### src/rtl/nibbler_pkg.sv
// Shared types for the nibbler processor: opcode and FSM state encodings
// plus the ALU operation select.
package nibbler_pkg;

  typedef enum logic [3:0] {
    OP_LIT   = 4'h0,
    OP_ADDI  = 4'h1,
    OP_SUBI  = 4'h2,
    OP_CMPI  = 4'h3,
    OP_NANDI = 4'h4,
    OP_LD    = 4'h5,
    OP_ST    = 4'h6,
    OP_IN    = 4'h7,
    OP_OUT   = 4'h8,
    OP_JMP   = 4'h9,
    OP_JC    = 4'hA,
    OP_JNZ   = 4'hB,
    OP_CALL  = 4'hC,
    OP_RET   = 4'hD,
    OP_ADDM  = 4'hE,
    OP_HALT  = 4'hF
  } opcode_t;

  typedef enum logic [1:0] {
    ST_FETCH,
    ST_EXEC,
    ST_ADDR,
    ST_HALT
  } state_t;

  typedef enum logic [1:0] {
    ALU_ADD,
    ALU_SUB,
    ALU_NAND
  } alu_op_t;

  // Opcodes followed by a second word holding the low target bits
  function automatic logic is_branch(input opcode_t op);
    return (op == OP_JMP) || (op == OP_JC) || (op == OP_JNZ) || (op == OP_CALL);
  endfunction

endpackage

### src/rtl/nibbler_alu.sv
// Combinational ALU: add, subtract (carry = no borrow) and nand, with
// carry and zero flags derived from the result.
module nibbler_alu
  import nibbler_pkg::*;
#(
  parameter int DATA_W = 4
) (
  input  alu_op_t           op,
  input  logic [DATA_W-1:0] a,
  input  logic [DATA_W-1:0] b,
  output logic [DATA_W-1:0] result,
  output logic              carry_out,
  output logic              zero_out
);

  logic [DATA_W:0] wide;

  always_comb begin
    wide      = '0;
    carry_out = 1'b0;
    case (op)
      ALU_ADD: begin
        wide      = {1'b0, a} + {1'b0, b};
        carry_out = wide[DATA_W];
      end
      ALU_SUB: begin
        // The extra top bit becomes 1 exactly when a < b
        wide      = {1'b0, a} - {1'b0, b};
        carry_out = ~wide[DATA_W];
      end
      ALU_NAND: begin
        wide = {1'b0, ~(a & b)};
      end
      default: begin
        wide = '0;
      end
    endcase
    result   = wide[DATA_W-1:0];
    zero_out = (wide[DATA_W-1:0] == '0);
  end

endmodule

### src/rtl/nibbler_gen.sv
// Accumulator processor with a fetch/exec/addr/halt FSM, a small return
// stack and two-word branches whose second word supplies the low target bits.
module nibbler_gen
  import nibbler_pkg::*;
#(
  parameter int DATA_W      = 4,
  parameter int ADDR_W      = 12,
  parameter int STACK_DEPTH = 4
) (
  input  logic              clk,
  input  logic              reset,
  output logic              imem_req,
  output logic [ADDR_W-1:0] imem_addr,
  input  logic              imem_ack,
  input  logic [DATA_W+3:0] imem_rdata,
  output logic [DATA_W-1:0] dmem_addr,
  output logic              dmem_we,
  output logic [DATA_W-1:0] dmem_wdata,
  input  logic [DATA_W-1:0] dmem_rdata,
  input  logic [DATA_W-1:0] in_port,
  output logic [DATA_W-1:0] out_port,
  output logic              out_strobe,
  output logic [DATA_W-1:0] acc,
  output logic [ADDR_W-1:0] pc,
  output logic              carry,
  output logic              zero,
  output logic              exec_phase,
  output logic              halted,
  output logic              stack_err
);

  localparam int IW   = 4 + DATA_W;
  localparam int SP_W = $clog2(STACK_DEPTH + 1);

  state_t              state;
  logic [IW-1:0]       ir;
  opcode_t             opcode;
  logic [DATA_W-1:0]   operand;
  logic [SP_W-1:0]     sp;
  logic [ADDR_W-1:0]   stack_mem [STACK_DEPTH];
  logic [ADDR_W-1:0]   ret_addr;
  logic [ADDR_W-1:0]   pc_next;
  logic [2*DATA_W+3:0] target_full;
  logic [ADDR_W-1:0]   target;
  logic                stack_full;
  logic                stack_empty;
  logic                taken;
  logic                push;
  alu_op_t             alu_op;
  logic [DATA_W-1:0]   alu_b;
  logic [DATA_W-1:0]   alu_result;
  logic                alu_carry;
  logic                alu_zero;

  assign opcode      = opcode_t'(ir[IW-1:DATA_W]);
  assign operand     = ir[DATA_W-1:0];
  assign pc_next     = pc + ADDR_W'(1);
  assign target_full = {operand, imem_rdata};
  assign target      = target_full[ADDR_W-1:0];
  assign stack_full  = (sp == SP_W'(STACK_DEPTH));
  assign stack_empty = (sp == '0);
  assign taken       = (opcode == OP_JMP) || (opcode == OP_CALL) ||
                       ((opcode == OP_JC) && carry) || ((opcode == OP_JNZ) && !zero);
  assign push        = (state == ST_ADDR) && imem_ack && (opcode == OP_CALL) && !stack_full;

  assign alu_op = ((opcode == OP_SUBI) || (opcode == OP_CMPI)) ? ALU_SUB :
                  (opcode == OP_NANDI) ? ALU_NAND : ALU_ADD;
  assign alu_b  = (opcode == OP_ADDM) ? dmem_rdata : operand;

  nibbler_alu #(.DATA_W(DATA_W)) u_alu (
    .op       (alu_op),
    .a        (acc),
    .b        (alu_b),
    .result   (alu_result),
    .carry_out(alu_carry),
    .zero_out (alu_zero)
  );

  assign imem_req   = (state == ST_FETCH) || (state == ST_ADDR);
  assign imem_addr  = pc;
  assign dmem_addr  = operand;
  assign dmem_wdata = acc;
  assign dmem_we    = (state == ST_EXEC) && (opcode == OP_ST);
  assign out_strobe = (state == ST_EXEC) && (opcode == OP_OUT);
  assign exec_phase = (state == ST_EXEC) || (state == ST_ADDR);
  assign halted     = (state == ST_HALT);

  // Entry sp-1 is the top of stack
  always_comb begin
    ret_addr = '0;
    for (int i = 0; i < STACK_DEPTH; i++) begin
      if (sp == SP_W'(i + 1)) ret_addr = stack_mem[i];
    end
  end

  always_ff @(posedge clk) begin
    if (push) begin
      for (int i = 0; i < STACK_DEPTH; i++) begin
        if (sp == SP_W'(i)) stack_mem[i] <= pc_next;
      end
    end
  end

  always_ff @(posedge clk or posedge reset) begin
    if (reset) begin
      state     <= ST_FETCH;
      ir        <= '0;
      pc        <= '0;
      acc       <= '0;
      carry     <= 1'b0;
      zero      <= 1'b0;
      sp        <= '0;
      out_port  <= '0;
      stack_err <= 1'b0;
    end else begin
      case (state)
        ST_FETCH: begin
          if (imem_ack) begin
            ir    <= imem_rdata;
            pc    <= pc_next;
            state <= is_branch(opcode_t'(imem_rdata[IW-1:DATA_W])) ? ST_ADDR : ST_EXEC;
          end
        end
        ST_EXEC: begin
          state <= ST_FETCH;
          case (opcode)
            OP_LIT: acc <= operand;
            OP_ADDI, OP_ADDM, OP_SUBI: begin
              acc   <= alu_result;
              carry <= alu_carry;
              zero  <= alu_zero;
            end
            OP_CMPI: begin
              carry <= alu_carry;
              zero  <= alu_zero;
            end
            OP_NANDI: begin
              acc  <= alu_result;
              zero <= alu_zero;
            end
            OP_LD:  acc      <= dmem_rdata;
            OP_IN:  acc      <= in_port;
            OP_OUT: out_port <= acc;
            OP_RET: begin
              if (stack_empty) begin
                stack_err <= 1'b1;
                state     <= ST_HALT;
              end else begin
                pc <= ret_addr;
                sp <= sp - SP_W'(1);
              end
            end
            OP_HALT: state <= ST_HALT;
            default: ;
          endcase
        end
        ST_ADDR: begin
          if (imem_ack) begin
            // A CALL that cannot push halts with pc still at the target word
            if ((opcode == OP_CALL) && stack_full) begin
              stack_err <= 1'b1;
              state     <= ST_HALT;
            end else begin
              if (opcode == OP_CALL) sp <= sp + SP_W'(1);
              pc    <= taken ? target : pc_next;
              state <= ST_FETCH;
            end
          end
        end
        ST_HALT: state <= ST_HALT;
        default: state <= ST_FETCH;
      endcase
    end
  end

endmodule

### config.mk
export PLATFORM = sky130hd
export DESIGN_NAME = nibbler_gen
export DESIGN_NICKNAME = d
export VERILOG_FILES = /design/src/rtl/nibbler_pkg.sv /design/src/rtl/nibbler_alu.sv /design/src/rtl/nibbler_gen.sv
export SDC_FILE = /design/constraint.sdc
export NUM_CORES = 1
export LEC_CHECK = 0
export CAP_MARGIN = 20
export CELL_PAD_IN_SITES_DETAIL_PLACEMENT = 0
export CELL_PAD_IN_SITES_GLOBAL_PLACEMENT = 1
export CORE_MARGIN = 4
export CORE_UTILIZATION = 48
export CTS_BUF_LIST = sky130_fd_sc_hd__clkbuf_2 sky130_fd_sc_hd__clkbuf_4 sky130_fd_sc_hd__clkbuf_8
export DETAILED_ROUTE_END_ITERATION = 12
export PLACE_DENSITY_LB_ADDON = 0.1
export RECOVER_POWER = 50
export SLEW_MARGIN = 15
export SYNTH_ARGS = -nofsm -noshare
export SYNTH_HDL_FRONTEND = slang
export SYNTH_SLANG_ARGS = --single-unit
### constraint.sdc
create_clock -name clk -period 8.9 [get_ports clk]
set_clock_uncertainty 0.15 [all_clocks]
set_input_delay 2.67 -clock clk [delete_from_list [all_inputs] [get_ports clk]]
set_output_delay 2.67 -clock clk [all_outputs]
set_load 0.02 [all_outputs]
Yosys cells after proc, flatten, opt, wreduce, memory -nomap -nowiden --
Memories as Yosys holds them, arrays and structs flattened. Index checks and enable logic that the tools add are counted.
Word-level totals: register bits after elaboration 36, bits in writable memories 48, bits of input ports 19, output and inout bits 48, word-level logic and storage cells 152, memories kept 1
Cells by class: $add $sub $neg 5, equal/unequal tests 36, mux-type cells 56, bitwise operators 3, reduce and logical (&&, ||, !) cells 42
Memories:
- stack_mem | words 4, width 12, rd ports 4, clocked after memory_dff 0, write ports 1, line nibbler_gen.sv:40 | logic [ADDR_W-1:0] stack_mem [STACK_DEPTH];
Operator list (number):
- $mux 12 | 13
- $eq 4x4->1 const B | 12
- $pmux 12 s3 | 1
- $reduce_or 12->1 | 3
- $mux 2 | 10
- $mux 1 | 19
- $eq 4x3->1 const B | 4
- $pmux 4 s4 | 1
- $mux 3 | 5
- $add 12x1->12 const B | 1
- $pmux 4 s3 | 1
- $reduce_and 2->1 | 6
- $reduce_and 6->1 | 2
- $ne 2x2->1 const B | 5
- $logic_or 1x1->1 | 9
- $eq 4x2->1 const B | 2
- $logic_and 1x1->1 | 8
- $logic_not 4->1 | 2
- $pmux 2 s4 | 1
- $reduce_or 4->1 | 2
- $eq 2x2->1 const B | 3
- $eq 3x2->1 const B | 2
- $ne 2x1->1 const B | 3
- $pmux 3 s2 | 1
- 22 further kinds | 26

Longest topological paths before layout --
depth in word-level cells 10, gate-level depth with buffers 11, depth with buffers taken out 10

Cells and area by module --
From an unflattened synthesis, not the netlist that was laid out.
Second synthesis, totals: cells, all modules 463, area total of the unflattened synthesis 4921.0 µm²
By module, submodules not included:
- nibbler_gen | times used 1, cells each 418, area each 4566.9 µm², sequential area each 2342.2 µm²
- nibbler_alu | times used 1, cells each 45, area each 354.1 µm², sequential area each 0.0 µm²

Least setup slack after synthesis --
OpenSTA, ideal clock, no wires.
kind input to register, from input port dmem_rdata[0], to register acc[2], library setup time 0.140 ns, arrival time 4.529 ns, data required time 8.610 ns, setup slack 4.081 ns, cell stages on the path 7, buffers on the path 0, cell sequence mux2_2 > ha_1 > fa_1 > nor3b_1 > or4b_4 > a211oi_1 > o31ai_1
Between the ends: word-level cells in the longest chain between the ends 4, elaborated cells between the ends (all ways) 5, those cells by class add/sub (2); mux (3)
RTL lines:
- start: declaration | line nibbler_gen.sv:19 | input logic [DATA_W-1:0] dmem_rdata,
- $mux 4 * | line nibbler_gen.sv:68 | assign alu_b = (opcode == OP_ADDM) ? dmem_rdata : operand;
- $sub 4x4->5 / $add 4x4->5 (equally long branches) | line nibbler_alu.sv:28, nibbler_alu.sv:23
- $pmux 4 s3 * | line nibbler_alu.sv:21 | case (op)
- $pmux 4 s4 * | line nibbler_gen.sv:126 | case (opcode)
- end signal: assignment | line nibbler_gen.sv:127 | OP_LIT: acc <= operand;
- end signal: assignment | line nibbler_gen.sv:129 | acc <= alu_result;
- end signal: assignment | line nibbler_gen.sv:138 | acc <= alu_result;
- end: declaration | line nibbler_gen.sv:23 | output logic [DATA_W-1:0] acc,
Mark *: on every way between the ends. The rest lies on a longest branch, timed or not. A chain may end at the register's enable or synchronous reset.

Worst setup path after layout --
from register state[1], to output port out_strobe
Between the ends: word-level cells in the longest chain between the ends 2
RTL lines:
- start: declaration | line nibbler_gen.sv:35 | state_t state;
- start signal: assignment | line nibbler_gen.sv:121 | state <= is_branch(opcode_t'(imem_rdata[IW-1:DATA_W])) ? ST_ADDR : ST_EXEC;
- $eq 2x1->1 | line nibbler_gen.sv:84 | assign out_strobe = (state == ST_EXEC) && (opcode == OP_OUT);
- $logic_and 1x1->1 | line nibbler_gen.sv:84
- end: declaration | line nibbler_gen.sv:22 | output logic out_strobe,
Every way passes these cells.

==> flow_metrics.py <==
metrics = {
    "timing": {
        "hold_violations": 0,
        "rsz0062_at_grt": "no",
        "worst_hold_slack_ns": 0.329,
        "setup_viol_count_final": 0,
        "setup_tns_ns": 0,
        "slew_headroom": -0.362,
        "max_freq_mhz": 183,
        "worstMarginPinSlew_ns": 2.04,
        "slew_violations": 37,
        "fin_crit_sh": 0.614,
        "layout_min_cycle_time_ns": 5.46,
    },
    "route": {
        "avgViaCountPerCell": 6.01,
        "routed_wl_um": 13200,
        "wire_per_inst_um": 19.8,
        "ant_nets": 0,
        "drc": 0,
        "vias": 4014,
        "dr.pass1.iters": 6,
        "drt_iter0_markers": 301,
    },
    "placement": {
        "placedCellCount": 652,
        "portBuffers": 66,
        "hpwl_um": 9470,
        "gp_congestion": 0.886,
    },
    "floorplan": {
        "rows": 37,
        "core-area_um2": 10300,
        "start_util": 0.491,
        "die_x_um": 110,
        "die_h_um": 110,
        "num_io_pins": 67,
        "dieArea_um2": 12200,
    },
    "critical_path": {
        "path_cells": "inv_1 > ha_1 > and4_1 > clkdlybuf4s50_1",
        "cpPeakStageDelay_ns": 0.67,
        "r2r_cells": 10,
        "r2r-end": "acc[2]",
        "regToRegSetupSlack_ns": 5.18,
        "setup.worst_path.end": "out_strobe",
        "startpoint": "state[1]",
        "worstSetupEndpointType": "output pin",
        "cp.required_ns": 6.08,
        "crit_type": "reg2out",
        "cp_max_fo": 20,
        "r2r-start": "ir[5]",
        "cp_slowest_cell": "clkdlybuf4s50_1",
        "cp.arrival_ns": 2.64,
        "crit_path_start_kind": "register",
    },
    "finish": {
        "final-instance-count-excl-fill": 668,
        "area_delta_synth_final_pct": 16.3,
        "final_common_cell": "clkdlybuf4s50_1",
        "final_net_count": 568,
        "n_antenna_cell": 0,
        "final_cell_mix": "clkdlybuf4s50_1, edfxtp_1, nand2_1",
        "drive_gt1_frac": 0.0902,
    },
    "logic_synthesis": {
        "syn_inst": 490,
        "synth_seq_cells": 84,
        "synth_cell_type_count": 64,
        "avgSynthCellArea_um2": 10.3,
        "yosys_warnings": 0,
        "yosysSeqAreaShare": 0.465,
        "netlist_area_um2": 5040,
        "synth_ff_type": "edfxtp_1",
        "async_reset_ff_frac": 0.429,
        "syn_nets": 531,
        "synth_edf_count": 48,
    },
    "clocking": {
        "postCtsSetupBuffers": 0,
        "cts_root_buf": "clkbuf_8",
        "htree_levels": 3,
        "postCtsResizedCells": 0,
        "cts_hold_buf": 0,
        "cts_buffers": 9,
        "cts.reportedPaths.clkPinSlew_ns": 0.10,
        "clk_path_buf_depth": 2,
        "cts_tree": "done",
        "clock_latency_ns": 0.37,
        "clock-sinks": 84,
    },
    "power_and_ir_drop": {
        "ir_worst_vdd_uv": 213,
        "powerDensity_nw_per_um2": 405,
        "comb_power_share": 0.587,
        "swShare": 0.483,
        "pwr-share-seq": 0.297,
        "p_switching_w": 0.00115,
        "p_int_w": 0.00123,
        "p_leak_nw": 2.17,
        "clockPowerShare": 0.116,
    },
    "run_status": {
        "violations": "max-capacitance violations, max-slew violations",
        "outcome": "finished with violations",
    },
    "flow_run": {
        "cap_violations": 1,
    },
    "grt": {
        "grt_use_total": 0.218,
        "grt_pass1_wl_um": 21200,
        "grt_start_max_net_pins": 37,
        "overflow": 0,
        "antenna_found_initial": 0,
        "grt_pass1_vias": 3966,
    },
    "worst_hold_path": {
        "hold_path_class": "reg2reg",
    },
}
power by group through the flow:
stage | registers (W) | logic [W] | clock network (W)
2_1_floorplan | 0.000677 | 0.000988 | 0
3_3_place_gp | 0.000711 | 0.00137 | 0
3_5_place_dp | 0.000713 | 0.00139 | 0
4_1_cts | 0.000705 | 0.00139 | 0.000278
5_1_grt | 0.000727 | 0.00153 | 0.000300
6_report | 0.000706 | 0.00139 | 0.000275
cell usage after synthesis (4+ instances only):
master | count | area share
nand2_1 | 41 | 0.031
xor2_1 | 5 | 0.0087
a21oi_1 | 28 | 0.028
o32ai_1 | 5 | 0.0087
clkbuf_1 | 23 | 0.017
edfxtp_1 | 48 | 0.29
nor3b_1 | 7 | 0.010
o21ai_0 | 29 | 0.029
nor2b_1 | 4 | 0.0050
a2111oi_0 | 4 | 0.0069
mux2_2 | 18 | 0.040
mux2i_1 | 9 | 0.018
and4_1 | 4 | 0.0069
or3_1 | 5 | 0.0062
buf_4 | 21 | 0.031
nor2_1 | 21 | 0.016
inv_1 | 24 | 0.018
and3_1 | 4 | 0.0050
nand2b_1 | 4 | 0.0050
xnor2_1 | 7 | 0.012
o21bai_1 | 4 | 0.0060
o31a_1 | 4 | 0.0069
a211oi_1 | 4 | 0.0060
o211ai_1 | 7 | 0.010
nor3_1 | 15 | 0.015
dfrtp_1 | 36 | 0.18
nor4_1 | 4 | 0.0050
nand3_1 | 13 | 0.013
a31oi_1 | 4 | 0.0050
ha_1 | 20 | 0.050
a221oi_1 | 14 | 0.024
metal layers:
metal,routed length (um),GRT usage,vias to the layer above,part of all wire
met2,6040,0.343,152,0.46
met5,0,0,-,0
met1,6080,0.309,1945,0.46
li1,-,-,1896,-
met3,826,0.0422,21,0.063
met4,245,0.0608,0,0.019
worst min-delay path by stage:
stage	start	to	slack, ns	cells past startpoint
after floorplan	state[1]	state[1]	0.38	2
after global placement	stack_err	stack_err	0.29	1
after detailed placement	stack_err	stack_err	0.31	1
after CTS	stack_err	stack_err	0.34	1
after global routing	stack_err	stack_err	0.35	1
final	stack_err	stack_err	0.33	1
area by class of cell:
class	instances	area [um2]
timing repair buffer	72	698
tap	136	170
multi-input combinational	335	2360
clock inverter	7	73.8
fill	936	4410
clock buffer	9	124
sequential	84	2340
inverter	25	93.8
sequential cells by signal (all words and copies together), names as in the netlist:
register and cells:
acc 4, carry 1, imem_addr 12, ir 8, out_port 4, sp 3
stack_err 1, stack_mem 48, state 2, zero 1
per-stage QoR:
| step | worst slack, ns | utilization | cell area [um2] | total power [W] |
|---|---|---|---|---|
| floorplan | 4.08 | - | 5040 | 0.00167 |
| global placement | 3.56 | 0.552 | 5680 | 0.00208 |
| detailed placement | 3.50 | 0.552 | 5680 | 0.00210 |
| CTS | 3.38 | 0.571 | 5870 | 0.00238 |
| global route | 3.29 | 0.571 | 5870 | 0.00256 |
| finish | 3.44 | 0.571 | 5870 | 0.00237 |
logic make-up after synthesis:
kind of cell | count (synthesis) | synth area share
and+or+nand+nor | 141 | 0.149
AOI/OAI and AO/OA | 133 | 0.181
DFF | 84 | 0.465
buffers and inverters | 71 | 0.0690
muxes | 27 | 0.0581
adders and majority gates | 22 | 0.0576
xor gates and xnor gates | 12 | 0.0208
worst max-delay path: cells and delay by family (launching register included):
kind / cells / cell delay (ns)
adders and majority gates: 1 / 0.60
buffers and inverters: 2 / 0.78
DFF: 1 / 0.43
and+or+nand+nor: 1 / 0.47
No activity file was read; power rests on OpenSTA's default activity.
